===== src/rtl/fetch_stage.sv =====
// fetch_stage
// ----------------------------------------------------------------------------
// IF stage of the 5-stage MIPS pipeline. Owns the PC register, the next-PC
// selection, the instruction-memory req/ready handshake and the IF/ID
// pipeline register.
//
// Ports:
//   clk, reset            rising-edge clock, async active-high reset
//   i_pc_keep             hold PC this cycle (hazard unit)
//   i_IF_ID_keep          hold IF/ID register this cycle
//   i_IF_ID_flush         load a bubble into IF/ID this cycle
//   i_branch_final        taken branch resolved in ID
//   i_branch_target       branch target address
//   i_jump                00 none, 01 j/jal, 10 jr/jalr (11 = none)
//   i_jump_target         j/jal target
//   i_jr_target           jr/jalr register target
//   o_imem_req            fetch request valid
//   o_imem_addr           fetch address (always the current PC)
//   i_imem_ready          i_imem_rdata valid for o_imem_addr this cycle
//   i_imem_rdata          fetched instruction
//   o_IF_ID_instruction   instruction to ID
//   o_IF_ID_pc_plus4      PC+4 of that instruction
//   o_IF_ID_valid         1 = real instruction, 0 = bubble
//   o_pc                  current PC (debug/trace)
// ----------------------------------------------------------------------------
module fetch_stage #(
  parameter logic [31:0] RESET_PC  = 32'h0000_0000,
  parameter logic [31:0] NOP_INSTR = 32'h0000_0000
) (
  input  logic        clk,
  input  logic        reset,
  input  logic        i_pc_keep,
  input  logic        i_IF_ID_keep,
  input  logic        i_IF_ID_flush,
  input  logic        i_branch_final,
  input  logic [31:0] i_branch_target,
  input  logic [1:0]  i_jump,
  input  logic [31:0] i_jump_target,
  input  logic [31:0] i_jr_target,
  output logic        o_imem_req,
  output logic [31:0] o_imem_addr,
  input  logic        i_imem_ready,
  input  logic [31:0] i_imem_rdata,
  output logic [31:0] o_IF_ID_instruction,
  output logic [31:0] o_IF_ID_pc_plus4,
  output logic        o_IF_ID_valid,
  output logic [31:0] o_pc
);

  typedef enum logic [1:0] {
    S_BOOT  = 2'd0,
    S_FETCH = 2'd1,
    S_DRAIN = 2'd2
  } state_t;

  state_t      state, state_next;
  logic [31:0] pc, pc_next;
  logic [31:0] pending, pending_next;
  logic [31:0] pc_plus4;
  logic        redirect;
  logic [31:0] target;
  logic        fetch_accept;

  assign pc_plus4 = pc + 32'd4;

  // A hazard stall suppresses any redirect; ID re-evaluates the control
  // transfer next cycle once the stall clears. Jump code 11 counts as none.
  assign redirect = !i_pc_keep &&
                    (i_branch_final || i_jump == 2'b01 || i_jump == 2'b10);

  // Redirect target selection: a resolved branch beats any jump.
  always_comb begin
    target = i_jump_target;
    if (i_branch_final)
      target = i_branch_target;
    else if (i_jump == 2'b10)
      target = i_jr_target;
  end

  // An instruction is accepted into IF/ID only when it is the answer to a
  // request that is not being thrown away by a stall or a redirect.
  assign fetch_accept = (state == S_FETCH) && i_imem_ready &&
                        !i_pc_keep && !redirect;

  assign o_imem_req  = (state != S_BOOT);
  assign o_imem_addr = pc;
  assign o_pc        = pc;

  // Next-state / next-PC logic. A redirect that arrives while a fetch is
  // still outstanding is parked in 'pending' so the address presented to
  // memory stays stable until the in-flight request completes (S_DRAIN).
  always_comb begin
    state_next   = state;
    pc_next      = pc;
    pending_next = pending;
    case (state)
      S_BOOT: begin
        state_next = S_FETCH;
      end
      S_FETCH: begin
        if (i_pc_keep) begin
          pc_next = pc;
        end else if (redirect && i_imem_ready) begin
          pc_next = target;
        end else if (redirect) begin
          pending_next = target;
          state_next   = S_DRAIN;
        end else if (i_imem_ready) begin
          pc_next = pc_plus4;
        end
      end
      S_DRAIN: begin
        if (i_imem_ready) begin
          pc_next    = redirect ? target : pending;
          state_next = S_FETCH;
        end else if (redirect) begin
          pending_next = target;
        end
      end
      default: begin
        state_next = S_BOOT;
      end
    endcase
  end

  // PC, FSM state and parked redirect target.
  always_ff @(posedge clk or posedge reset) begin
    if (reset) begin
      state   <= S_BOOT;
      pc      <= RESET_PC;
      pending <= 32'd0;
    end else begin
      state   <= state_next;
      pc      <= pc_next;
      pending <= pending_next;
    end
  end

  // IF/ID pipeline register: keep beats flush; anything that is not an
  // accepted fetch becomes a bubble.
  always_ff @(posedge clk or posedge reset) begin
    if (reset) begin
      o_IF_ID_instruction <= NOP_INSTR;
      o_IF_ID_pc_plus4    <= 32'd0;
      o_IF_ID_valid       <= 1'b0;
    end else if (i_IF_ID_keep) begin
      o_IF_ID_instruction <= o_IF_ID_instruction;
      o_IF_ID_pc_plus4    <= o_IF_ID_pc_plus4;
      o_IF_ID_valid       <= o_IF_ID_valid;
    end else if (!i_IF_ID_flush && fetch_accept) begin
      o_IF_ID_instruction <= i_imem_rdata;
      o_IF_ID_pc_plus4    <= pc_plus4;
      o_IF_ID_valid       <= 1'b1;
    end else begin
      o_IF_ID_instruction <= NOP_INSTR;
      o_IF_ID_pc_plus4    <= 32'd0;
      o_IF_ID_valid       <= 1'b0;
    end
  end

endmodule

===== config.mk =====
export PLATFORM = sky130hd
export DESIGN_NAME = fetch_stage
export DESIGN_NICKNAME = d
export VERILOG_FILES = /design/src/rtl/fetch_stage.sv
export SDC_FILE = /design/constraint.sdc
export NUM_CORES = 1
export LEC_CHECK = 0
export BUFFER_PORTS_ARGS = -buffer_cell sky130_fd_sc_hd__clkbuf_2
export CAP_MARGIN = 20
export CORE_ASPECT_RATIO = 1.5
export CORE_MARGIN = 5
export CORE_UTILIZATION = 40
export DETAILED_ROUTE_END_ITERATION = 8
export GPL_TIMING_DRIVEN = 0
export HOLD_SLACK_MARGIN = 0.06
export PLACE_DENSITY_LB_ADDON = 0.12
export RECOVER_POWER = 50
export REMOVE_ABC_BUFFERS = 1
export SYNTH_ARGS = -nofsm -noshare
export SYNTH_HDL_FRONTEND = slang
export SYNTH_SLANG_ARGS = --single-unit

===== constraint.sdc =====
create_clock -name clk -period 4.2 [get_ports clk]
set_input_delay 0 -clock clk [delete_from_list [all_inputs] [get_ports clk]]
set_output_delay 0 -clock clk [all_outputs]
set_load 0.05 [all_outputs]

Yosys cells after proc, flatten, opt, wreduce, memory -nomap -nowiden
Index checks and enable logic that the tools add are counted.
{"block": "word_totals", "regBits": 131, "input_bits": 137, "out_inout_bits": 130, "elab_cells": 56}
{"block": "classes", "addsub": 1, "eq_ne": 11, "n_mux": 21, "n_reduce_logical": 17}
{"operator": "32-bit 2-to-1 mux", "count": 13}
{"operator": "32-bit case mux with 2 select lines", "count": 2}
{"operator": "32-bit by 3-bit adder with 32-bit output (second input constant)", "count": 1}
{"operator": "2-bit != test (second input constant)", "count": 5}
{"operator": "2-bit 2-to-1 mux", "count": 4}
{"operator": "4-bit AND reduction", "count": 2}
{"operator": "1-bit logical AND", "count": 6}
{"operator": "3-bit by 2-bit != test with 1-bit output (second input constant)", "count": 2}
{"operator": "2-bit case mux with 3 select lines", "count": 1}
{"operator": "5-bit AND reduction", "count": 1}
{"operator": "2-bit by 1-bit == test with 1-bit output (second input constant)", "count": 2}
{"operator": "2-bit == test (second input constant)", "count": 2}
{"operator": "2-bit nonzero test", "count": 2}
{"operator": "1-bit zero test", "count": 3}
{"operator": "2-bit zero test", "count": 1}
{"operator": "1-bit logical OR", "count": 2}
{"operator": "1-bit 2-to-1 mux", "count": 1}

Logic depth before layout (Yosys ltp)
{"block": "logic_depth", "depth_word": 8, "depth_mapped": 9, "ltp_nobuf": 7}

Worst setup path after synthesis
OpenSTA, ideal clock, no wires.
{"block": "synth_path", "path_type": "register to register", "start": "reg pc[2] (netlist: o_imem_addr[2])", "end": "reg pc[20] (netlist: o_imem_addr[20])", "setup_ns": 0.157, "arrival_ns": 2.204, "required_time_ns": 4.043, "slack_ns": 1.839, "path_stages_with_launch": 8, "path_buffers": 1, "period_less_slack_ns": 2.361, "cell_sequence": "dfrtp_1 ha_1 nand3_1 nor4_2 buf_2 a21oi_1 o21ai_0 o221ai_1"}
{"block": "synth_between", "elab_chain_len": 6}
{"element": "start, declared", "line": "57", "source": "logic [31:0] pc, pc_next;"}
{"element": "start signal, assigned", "line": "134", "source": "pc <= pc_next;"}
{"element": "32-bit by 3-bit adder with 32-bit output", "line": "64", "source": "assign pc_plus4 = pc + 32'd4;"}
{"element": "32-bit 2-to-1 mux", "line": "108", "source": "end else if (i_imem_ready) begin"}
{"element": "32-bit 2-to-1 mux", "line": "105", "source": "end else if (redirect) begin"}
{"element": "32-bit 2-to-1 mux", "line": "103", "source": "end else if (redirect && i_imem_ready) begin"}
{"element": "32-bit 2-to-1 mux", "line": "101", "source": "if (i_pc_keep) begin"}
{"element": "32-bit case mux with 2 select lines", "line": "96", "source": "case (state)"}
No other way between the ends. The select of a mux whose other input is x is not followed.
A chain may end at the register's enable or synchronous reset.

Final worst setup path
{"block": "layout_path", "start": "reg state[0]", "end": "reg pc[21] (netlist: o_imem_addr[21])"}
{"block": "layout_between", "elab_chain_len": 3, "word_cells_on_any_way": 9, "classes_between": "6 x eq/ne; 1 x mux; 2 x reduce/logical"}
{"element": "start, declared", "line": "56", "source": "state_t state, state_next;"}
{"element": "start signal, assigned", "line": "133", "source": "state <= state_next;"}
{"element": "2-bit by 1-bit == test with 1-bit output / 2-bit == test (equally long branches)", "line": "96"}
{"element": "3-bit by 2-bit != test with 1-bit output (no source line), or another cell as far along"}
{"element": "5-bit AND reduction (no source line)"}
Several ways; a longest one is shown, not always the timed one.

==> run_results.csv <==
group,metric,value,unit
die,die_w,121.8,microns
cells_and_area,drive_gt1_share,26.73,%
critical_path,slowest_stage,"ha_1",
timing,fmax,0.2813,GHz
die,start_util,40.60,%
run,maxCapViolCount,1,
cells_and_area,areaGrowthSynthToFinish,34.89,%
timing,setup_slack,645.2,ps
cells_and_area,nets,1199,
timing,finalSetupViolations,0,
clock_tree,htree_num_levels,4,
die,dieArea,21640,sq um
detailed_routing,antenna_left,0,
logic_synthesis,netlist.top_cell.by_area,"dfrtp_1",
logic_synthesis,synth_flop_cell,"dfrtp_1",
power,leakage,4.595,nW
placement,gp_congestion,0.8240,
grt,antenna_found_initial,0,
clock_tree,clockBufferDepth,2,
placement,portBuffers,266,
timing,hold_violations,0,
logic_synthesis,synthTopCellsByArea,"dfrtp_1, nand2_1, a22o_1",
detailed_routing,vias_per_cell,5.311,
timing,max-slew-margin-rel,-73.84,%
critical_path,crit_path_max_incr_delay,780,ps
grt,gr-total-overflow,0,
power,p_per_area,665.7,nW/um^2
critical_path,required,4520,ps
placement,placed_cells,1224,
grt,grt_use_total,22.54,%
die,fp.dieH,177.7,microns
timing,finClkSkew,9.721,ps
clock_tree,cts_tree,"built",
logic_synthesis,synth.avg_cell_area,9.516,sq um
detailed_routing,vias,7021,
timing,min_period_over_period,84.64,%
detailed_routing,drc_errors,0,
placement,pre_cts_slack,210.9,ps
logic_synthesis,synth_seq_cells,131,
grt,grt_pass1_vias,7106,
critical_path,cp.depth,7,
logic_synthesis,synth_edf_count,0,
critical_path,critical-path-top-delay-family,"simple AND/OR/NAND/NOR gates",
grt,use_met1,28.86,%
placement,dp.final_hpwl,17000,microns
critical_path,crit_buf_inv,2,
detailed_routing,wirelength,24250,microns
grt,grt_use_met2,38.26,%
status,status,"finished, violations left",
critical_path,crit_chain,"inv_1, ha_1, inv_1, a32oi_2, nor2_1, and3_1, nor4_1",
clock_tree,ctsRootBufferMaster,"clkbuf_16",
clock_tree,cts_buffers,17,
die,coreArea,18470,sq um
hold_path,min_path_cells,6,
detailed_routing,drt_iter0_drc,326,
die,io_pins,267,
timing,rsz0062_at_grt,"false",
power,ir_worst_vdd,330.6,uV
critical_path,r2r.worst_path.cells,7,
timing,drv_slew,67,
logic_synthesis,yosys_warnings,0,
clock_tree,clk_pin_slew,60,ps
detailed_routing,routedWlPerCell,18.34,microns
grt,grt_pass1_wl,38450,microns
clock_tree,clock_latency,420,ps
hold_path,hp-class,"in2reg",
grt,use_met3,4.815,%
logic_synthesis,netlist_area,7498,sq um
die,fp-row-count,61,
logic_synthesis,yosysUniqueCellTypes,62,
detailed_routing,drt-pass1-iter-count,4,
critical_path,path_class,"reg2reg",
logic_synthesis,synthArstFlopShare,100.0,%
cells_and_area,antenna_cells,0,
critical_path,cp_max_fo,23,
timing,worstMarginPinSlew,2608,ps
logic_synthesis,netlist_instances,788,
cells_and_area,post-route-util,54.76,%
cells_and_area,fin_cells,1322,
logic_synthesis,synth_top_area_share,43.72,%
critical_path,start_kind,"register",
timing,min_period,3555,ps
critical_path,cp_common_cell,"inv_1",
critical_path,cp-end-kind,"register",
grt,grt_max_degree,68,
clock_tree,clock_sinks,131,
cells_and_area,fillCellCount,1801,
critical_path,arrival,3870,ps
logic_synthesis,synth-seq-area-share,43.72,%
status,violations,"max-capacitance violations, max-slew violations",
grt,grt.busiest_layer,"met2",
placed cells by master, fill, tap and decap left out, drive strengths merged, types with 4 or more instances in the layout:
master	Yosys	layout
a211oi	12	12
a21o	5	5
a21oi	37	37
a221oi	4	4
a22o	39	39
a22oi	5	5
a2bb2oi	5	5
a311o	7	7
a311oi	6	6
a31oi	5	5
and2	17	17
and3	11	11
and4	7	7
buf	49	10
bufinv	0	6
clkbuf	42	286
clkinv	0	4
dfrtp	131	131
dlygate4sd3	0	65
ha	5	5
inv	13	13
mux2	29	29
mux2i	26	26
nand2	96	96
nand2b	6	6
nand3	17	17
nand4	12	12
nor2	30	30
nor3	14	14
nor4	5	5
nor4bb	11	11
o211ai	9	9
o21ai	67	67
o221a	5	5
or3	5	5
xnor2	13	13
xor2	16	16
per-stage QoR:
step	area, sq um	TNS [ps]	hold WS, ps	total power, mW
6_report	10110	0	74.48	6.734
5_1_grt	10110	0	97.26	7.090
4_1_cts	10180	0	65.50	6.761
3_5_place_dp	8835	0	133.6	4.972
3_3_place_gp	8650	-152710	214.8	4.923
2_1_floorplan	7003	0	105.4	4.054
layer usage:
layer | share of wire [%] | vias up
met2 | 50 | 237
met4 | 1.9 | 0
met5 | 0 | -
met1 | 43 | 3349
li1 | - | 3403
met3 | 5.5 | 32
logic make-up (layout without fill, tap and decap cells):
family	after synthesis	count (layout)	share of synthesized area (%)
flip-flops	131	131	43.72
multiplexers	55	55	7.826
AO/OA/AOI/OAI	226	226	20.81
AND/OR/NAND/NOR	238	238	16.17
buffers and inverters	104	386	7.258
XOR/XNOR	29	29	3.387
adder cells (fa/ha/maj)	5	5	0.8343
where the power goes:
group	leakage (nW)	switching (mW)	total, mW	internal (mW)
sequential	1.70	0.402	1.98	1.58
clock	0.332	0.561	1.72	1.16
combinational	2.56	2.13	3.03	0.903
total	4.60	3.09	6.73	3.64
final timing paths:
check	slack, ps	startpoint	end
max	650	state[0]$_DFFE_PP0P_	o_imem_addr[21]$_DFFE_PP0P_
min	70	i_branch_target[5]	o_imem_addr[5]$_DFFE_PP0P_
max reg2reg	650	state[0]$_DFFE_PP0P_	o_imem_addr[21]$_DFFE_PP0P_
min reg2reg	470	pending[18]$_DFFE_PP0P_	pending[18]$_DFFE_PP0P_
max in group asynchronous	1640	reset	o_IF_ID_pc_plus4[24]$_DFFE_PP0N_
min in group asynchronous	1050	reset	o_IF_ID_instruction[4]$_DFFE_PP0N_
what timing repair did:
| item | in CTS | in global routing |
|---|---|---|
| endpoints found under the hold margin | 133 | 0 |
| hold buffers | 65 | 0 |
| endpoints found under the setup margin | 0 | 2 |
| gates resized for setup | 0 | 1 |
| setup buffers | 0 | 0 |
cells in the mapped netlist (all sizes together) (6+ instances only):
cell type	instances
o21ai	67
clkbuf	42
a22o	39
inv	13
nor2	30
a311o	7
buf	49
nor4bb	11
and2	17
a21oi	37
and3	11
nand4	12
o211ai	9
xor2	16
nor3	14
a211oi	12
xnor2	13
mux2i	26
a311oi	6
nand2	96
dfrtp	131
and4	7
nand3	17
mux2	29
nand2b	6
registers in the layout, indices dropped and copies added, names as in the netlist:
signal	cells
state	2
o_IF_ID_pc_plus4	32
o_IF_ID_instruction	32
o_IF_ID_valid	1
pending	32
o_imem_addr	32
worst register-to-register path: cells and delay by family, from the launching register on:
kind	cells	cell delay, ps
simple gates	3	900
buf+inv	2	590
flops	1	410
compound gates	1	780
fa+ha+maj	1	780
layout make-up:
| class | instances | area [sq um] | share of cell area, % |
|---|---|---|---|
| inverter | 13 | 48.80 | 0.4824 |
| timing repair buffer | 341 | 2074 | 20.51 |
| clock buffer | 20 | 466.7 | 4.614 |
| sequential | 131 | 3278 | 32.41 |
| multi-input combinational | 553 | 3705 | 36.63 |
| tap | 252 | 315.3 | 3.117 |
| clock inverter | 12 | 226.5 | 2.239 |
Power figures use the tool's default switching activity.
